[config.mk]
export PLATFORM = sky130hd
export DESIGN_NAME = regfile_sb
export DESIGN_NICKNAME = d
export VERILOG_FILES = /design/src/rtl/regfile_sb.sv
export SDC_FILE = /design/constraint.sdc
export NUM_CORES = 2
export LEC_CHECK = 0
export BUFFER_PORTS_ARGS = -buffer_cell sky130_fd_sc_hd__buf_4
export CORE_MARGIN = 2
export CORE_UTILIZATION = 60
export DETAILED_ROUTE_END_ITERATION = 8
export GPL_TIMING_DRIVEN = 0
export PLACE_DENSITY = 0.73
export SLEW_MARGIN = 25
export SYNTH_ARGS = -nofsm -noshare
export SYNTH_HDL_FRONTEND = slang
export SYNTH_SLANG_ARGS = --single-unit
[constraint.sdc]
create_clock -name clk -period 5.4 [get_ports clk]
set_input_delay 1.08 -clock clk [delete_from_list [all_inputs] [get_ports clk]]
set_output_delay 1.08 -clock clk [all_outputs]
set_load 0.005 [all_outputs]
[src/rtl/regfile_sb.sv]
// Multi-port register file with two write ports, optional write-to-read bypass,
// and a per-register busy scoreboard for multi-cycle results.
module regfile_sb #(
    parameter int unsigned DATA_W   = 32,
    parameter int unsigned ADDR_W   = 5,
    parameter int unsigned NUM_READ = 2,
    parameter int unsigned BYPASS   = 1
) (
    input  logic                         clk,
    input  logic                         reset,
    input  logic [NUM_READ*ADDR_W-1:0]   rd_addr,
    output logic [NUM_READ*DATA_W-1:0]   rd_data,
    output logic [NUM_READ-1:0]          rd_busy,
    input  logic                         wa_en,
    input  logic [ADDR_W-1:0]            wa_addr,
    input  logic [DATA_W-1:0]            wa_data,
    input  logic                         wb_en,
    input  logic [ADDR_W-1:0]            wb_addr,
    input  logic [DATA_W-1:0]            wb_data,
    input  logic                         claim_en,
    input  logic [ADDR_W-1:0]            claim_addr,
    output logic [(2**ADDR_W)-1:0]       busy_vec,
    output logic                         wr_collide,
    output logic                         claim_err
);

    localparam int unsigned DEPTH = 2**ADDR_W;

    logic [DATA_W-1:0] mem [DEPTH];
    logic [DEPTH-1:0]  busy_q;
    logic [DEPTH-1:0]  busy_next;
    logic              collide_next;
    logic              claim_err_next;

    assign busy_vec = busy_q;

    // Retire clears, then a same-cycle claim re-sets; register 0 never busy.
    always_comb begin
        busy_next = busy_q;
        if (wb_en) begin
            busy_next[wb_addr] = 1'b0;
        end
        if (claim_en) begin
            busy_next[claim_addr] = 1'b1;
        end
        busy_next[0] = 1'b0;
    end

    always_comb begin
        collide_next   = wa_en && wb_en && (wa_addr == wb_addr) && (wa_addr != '0);
        claim_err_next = claim_en && (claim_addr != '0) && busy_q[claim_addr]
                         && !(wb_en && (wb_addr == claim_addr));
    end

    // Port B is applied after port A so it wins on a same-address write.
    always_ff @(posedge clk) begin
        if (reset) begin
            for (int i = 0; i < DEPTH; i++) begin
                mem[i] <= '0;
            end
            busy_q     <= '0;
            wr_collide <= 1'b0;
            claim_err  <= 1'b0;
        end else begin
            if (wa_en && (wa_addr != '0)) begin
                mem[wa_addr] <= wa_data;
            end
            if (wb_en && (wb_addr != '0)) begin
                mem[wb_addr] <= wb_data;
            end
            busy_q     <= busy_next;
            wr_collide <= collide_next;
            claim_err  <= claim_err_next;
        end
    end

    for (genvar p = 0; p < NUM_READ; p++) begin : g_rd
        logic [ADDR_W-1:0] addr;
        logic [DATA_W-1:0] data;

        assign addr = rd_addr[p*ADDR_W +: ADDR_W];

        always_comb begin
            if (addr == '0) begin
                data = '0;
            end else if ((BYPASS != 0) && wb_en && (wb_addr == addr)) begin
                data = wb_data;
            end else if ((BYPASS != 0) && wa_en && (wa_addr == addr)) begin
                data = wa_data;
            end else begin
                data = mem[addr];
            end
        end

        assign rd_data[p*DATA_W +: DATA_W] = data;
        assign rd_busy[p]                  = busy_q[addr];
    end

endmodule
## Yosys cells after proc, flatten, opt, wreduce, memory -nomap -nowiden

Memory sizes are Yosys's and may differ from the RTL's.
Cells that the tools add are included.
Widths: inputs -> output; s select.

| word-level totals | value |
|---|---|
| memory bits (read-only) | 0 |
| logic and storage cells | 75 |
| memories kept | 1 |
| bits in registers | 34 |
| output and inout bits | 100 |
| latch bits | 0 |
| bits in writable memories | 1,024 |

Memories:

| name | depth | bits a word | rd ports | clocked after memory_dff | wr ports | line | source |
|---|---|---|---|---|---|---|---|
| mem | 32 | 32 | 2 | 0 | 32 | 29 | `logic [DATA_W-1:0] mem [DEPTH];` |

| cells by class | value |
|---|---|
| multiplexer cells | 32 |
| add/sub/neg operators | 0 |
| eq/ne operators | 6 |
| reductions and logical operators | 23 |
| multipliers | 0 |
| div/mod/pow operators | 0 |
| bitwise logic cells | 3 |
| shift-type cells | 0 |
| magnitude comparators | 6 |

Operators by type and width:

| kind | number |
|---|---|
| $mux 32 | 10 |
| $reduce_or 32->1 | 2 |
| $and 32x32->32 | 1 |
| $not 32->32 | 1 |
| $or 32x32->32 | 1 |
| $eq 5x5->1 | 6 |
| $lt 5x6->1 const B | 4 |
| $bmux 1 s5 | 3 |
| $logic_and 1x1->1 | 15 |
| $mux 1 | 15 |
| $reduce_bool 5->1 | 3 |
| $demux 1 s5 | 2 |
| $ge 5x1->1 const B | 2 |
| $logic_not 5->1 | 2 |
| $mux 5 | 2 |
| $logic_not 1->1 | 1 |

## Depth between registers and ports, before layout

| logic depth | value |
|---|---|
| depth in word-level cells | 9 |
| mapped depth | 10 |

## Least setup slack after synthesis

Ideal clock, no wire load.

| timing | value |
|---|---|
| path kind | input-to-reg |
| start point | in wa_addr[3] |
| end point | mem mem[10][0] (enable) |
| stages on the path | 4 |
| setup slack | 0.769 ns |
| path buffers | 2 |
| arrival time | 4.165 ns |
| cell sequence | buf_2 -> or3b_2 -> clkbuf_1 -> o21ai_0 |

RTL lines:

| element | line | source |
|---|---|---|
| start, declared | 15 | `input logic [ADDR_W-1:0] wa_addr,` |
| end, declared | 29 |  |

## Final worst setup path

| timing | value |
|---|---|
| start point | in rd_addr[1] |
| end point | out rd_data[23] |

| on the way | value |
|---|---|
| longest elaborated chain between the ends | 5 |
| elaborated cells on any way between the ends | 9 |
| classes of those cells | eq/ne: 2; mux: 3; reduce/logical: 3; memory: 1 |

Ends and longest elaborated chain:

| element | line | source |
|---|---|---|
| start, declared | 11 | `input logic [NUM_READ*ADDR_W-1:0] rd_addr,` |
| parallel branches: the longest is 4 deep, another holds $mem_v2 32x32 | -- |  |
| $mux 32 * | 84 | `if (addr == '0) begin` |
| end, declared | 12 | `output logic [NUM_READ*DATA_W-1:0] rd_data,` |

Mark *: on every way between the ends.

==> run summary <==
The total count of max-transition violations in the final report came to 0. The hold path startpoint is busy_vec[24]. The later pin in the worst-skew pair is clocked with a latency of around 0.73 ns. Counting flops with a built-in enable in the synthesized netlist gives 1,024. The largest fanout on the critical path came out at 13. The maximum number of pins on one net before global-route repair is 26.

The biggest area contributor in the post-synthesis netlist is sky130_fd_sc_hd__edfxtp_1. The clock-pin slew on the worst setup and hold paths is 0.06 ns. OpenSTA, run right after detailed placement, puts the worst setup slack at -0.723 ns. The congestion estimate from routability-driven global placement came to 1.12. The final global-route overflow total came out at 0. The clock skew came out at approximately 0.0046 ns.

After layout, the worst setup slack is -0.271 ns. The timing-limited maximum frequency is 0.176 GHz. The power density relative to cell area is 306 nW/um^2. The max-cap violation count came out at 0. The post-placement cell count is 5,942.

The category of the worst setup path capture point is a primary output. The arrival time at the worst endpoint came out at 4.59 ns. The top routing layer in use is met5. The I/O pin total came out at 194. The number of antenna violations at the first check in global routing is 21. The count of cells in the finished layout, fillers not included, comes to 6,202.

The number of warnings reported in the yosys synthesis log came out at 0. The worst setup path is launched from an input port. The share of the yosys chip area belonging to registers came out at 0.509.

The via-per-instance ratio is 8.59. The total length of routed met2 wires is 118,000 microns. The die covers 105,000 sq um. The starting density of the core came out at 0.605.

TritonCTS built the clock tree. The horizontal die dimension is 325 microns. In this run the worst setup path begins at rd_addr[1]. The wire length on met1 came out at a little over 90,000 microns. Wires add up to slightly below 300,000 microns. The routed length on met3 is 58,900 microns. The mean cell area of the mapped netlist came out at around 14 sq um. The via count of the first global-routing pass came out at about 50k. The placement row count came out at 117.

Of all flip-flops after synthesis, the portion carrying an async set or reset was 0. Yosys mapped the design onto 48 distinct sky130hd cell types. The number of clock sinks came out at 1,057. The relative slew slack is 0.134.

In this run the static leakage power is 0.0244 uW. The origin of the critical flop-to-flop path is busy_vec[11]. The post-layout minimum cycle time is approximately 5.7 ns.

The layout cell share with drive strength beyond 1 came out at 0.268. Adding up every negative setup slack in the final design gives -5.07 ns. For the worst setup path, the data required time is 4.32 ns. In this run the clock root is driven by a sky130_fd_sc_hd__clkbuf_16. Counting instances in the post-synthesis netlist gives the leading cell types as sky130_fd_sc_hd__a22o_1, sky130_fd_sc_hd__edfxtp_1, sky130_fd_sc_hd__clkbuf_1. Synthesis handed over a netlist of between 4k and 5k instances.

Dividing the detail-routed wire length by the instance count gives 47.5 microns. The number of register bits inferred by synthesis came out at approximately 1.1k. The area inside the core boundary is 102,000 sq um. The growth of design area from synthesis to finish is 15.0%. The final routed DRC violation total came out at 7. The slew at the pin closest to its max-slew limit is 1.30 ns.

The detailed placer's ending HPWL is 218,000 microns. Measured on the finished design, the core utilization comes to 0.696. The worst ir drop on vdd came out at 0.315 mV.

The detailed router finished its first iteration with 11.4k violations. The depth of the CTS H-tree is 3. The hold buffer count at cts is 0. The classification of the worst setup path is in2out. Sorting the synthesized cells by area gives the leading types as sky130_fd_sc_hd__edfxtp_1, sky130_fd_sc_hd__mux4_2, sky130_fd_sc_hd__a22o_1, sky130_fd_sc_hd__clkbuf_1, sky130_fd_sc_hd__mux2_2.

The checks that failed: DRC, setup timing. The post-route clock period utilization is 1.05. The number of setup violations in the final report came out at 48. The synthesized area came out at 61,700 sq um. The count of nets after finishing came out at 4,783. For this run, the leading register cell type out of synthesis is sky130_fd_sc_hd__edfxtp_1. The vertical die dimension is 325 microns. The portion of synthesized cell area occupied by the leading cell type is 0.498. The number of buffer cells added on primary ports came out at 115. The count of vias placed by the detailed router is roughly 53k. The number of buffers created by CTS came out at 114. The total placed instance area is 66,300 sq um. The class of the tightest hold or removal check is reg2reg. The flow ran to the end, but the final reports show violations. The first-pass iteration count of the detailed router is 9. For this run, the total global-route usage over all layers was measured as 0.545.

The finished cells cover 70,900 sq um. The count of nets left with antenna violations once routing finished came out at 0. The hold violation total from the final report is 0. The maximum number of buffers from clock root to sink came out at 3. The first global-routing pass estimated 392,000 microns of wire.
-- cells by family after synthesis --
kind of cell | Yosys count | share of synthesized area
AO/OA/AOI/OAI | 1447 | 0.200
XOR/XNOR | 29 | 0.00412
multiplexers | 731 | 0.206
buffers and inverters | 720 | 0.0493
AND/OR/NAND/NOR | 382 | 0.0313
flip-flops | 1057 | 0.509
other | 1 | 0.0000608
-- repair_timing --
| item | CTS | global route |
|---|---|---|
| endpoints found under the hold margin | 0 | 0 |
| buffers inserted | 0 | 0 |
| resized for setup | 84 | 55 |
| endpoints found under the setup margin | 61 | 53 |
| cloned | 0 | 0 |
-- layout make-up --
class                   count  area [sq um]
flip-flops and latches   1057         31400
fillers                  7141         31000
plain buffers             715          3150
well taps                1368          1710
clock inverters            78           863
multi-input cells        2622         28200
clock buffers             135          2990
diodes                     48           120
inverters                   4          15.0
repair buffers            175          2430
-- per-stage QoR --
step / hold slack (ns) / total power, uW
2_1_floorplan: 0.498 / 11600
3_3_place_gp: 0.511 / 12900
3_5_place_dp: 0.518 / 13100
4_1_cts: 0.530 / 21200
5_1_grt: 0.551 / 21800
6_report: 0.534 / 21700
-- worst max-delay path: stages --
cell and delay, ns:
sky130_fd_sc_hd__buf_4 0.09, sky130_fd_sc_hd__buf_2 0.35, sky130_fd_sc_hd__buf_4 0.46, sky130_fd_sc_hd__buf_2 0.44, sky130_fd_sc_hd__mux4_2 0.41, sky130_fd_sc_hd__a22oi_2 0.72
sky130_fd_sc_hd__and3_1 0.41, sky130_fd_sc_hd__nor4_1 0.15, sky130_fd_sc_hd__a221o_1 0.31, sky130_fd_sc_hd__buf_4 0.14
-- worst paths after layout --
check	to	slack, ns	cells after the start
min reg2reg	busy_vec[24]	0.53	2
min	busy_vec[24]	0.53	2
max	rd_data[23]	-0.27	10
max reg2reg	claim_err	3.87	4
-- per-layer routing --
| layer | global-route usage | up-vias |
|---|---|---|
| met5 | 0.108 | - |
| met4 | 0.304 | 42 |
| met3 | 0.331 | 1510 |
| met2 | 0.744 | 6093 |
| met1 | 0.654 | 26500 |
| li1 | - | 19100 |
-- sequential cells by signal, summed over array words and instances (netlist names) --
name and flops:
busy_vec 31, claim_err 1, mem 1024, wr_collide 1
-- layout by cell type, fill, tap and decap left out, drive strengths merged, types with 12 or more instances in the layout --
cell type | netlist | routed
o221ai | 63 | 63
a211oi | 34 | 34
o211a | 30 | 30
mux2i | 162 | 162
bufinv | 0 | 18
mux2 | 154 | 154
xnor2 | 17 | 17
and3 | 35 | 35
a221oi | 90 | 90
nor2 | 75 | 75
a22o | 1024 | 1024
nor3 | 36 | 36
nor4 | 63 | 63
clkbuf | 465 | 602
a221o | 63 | 63
nand2 | 111 | 111
a22oi | 36 | 36
edfxtp | 1024 | 1024
conb | 1 | 33
o21ai | 66 | 66
dfxtp | 33 | 33
diode | 0 | 48
mux4 | 415 | 415
xor2 | 12 | 12
buf | 251 | 423
a21oi | 34 | 34
clkinv | 0 | 50
-- where the power goes --
part	total, uW	switching (uW)	internal (uW)
Clock	8400	3600	4800
Combinational	3600	2290	1310
Sequential	9730	261	9470
No activity file was read; power rests on OpenSTA's default activity.
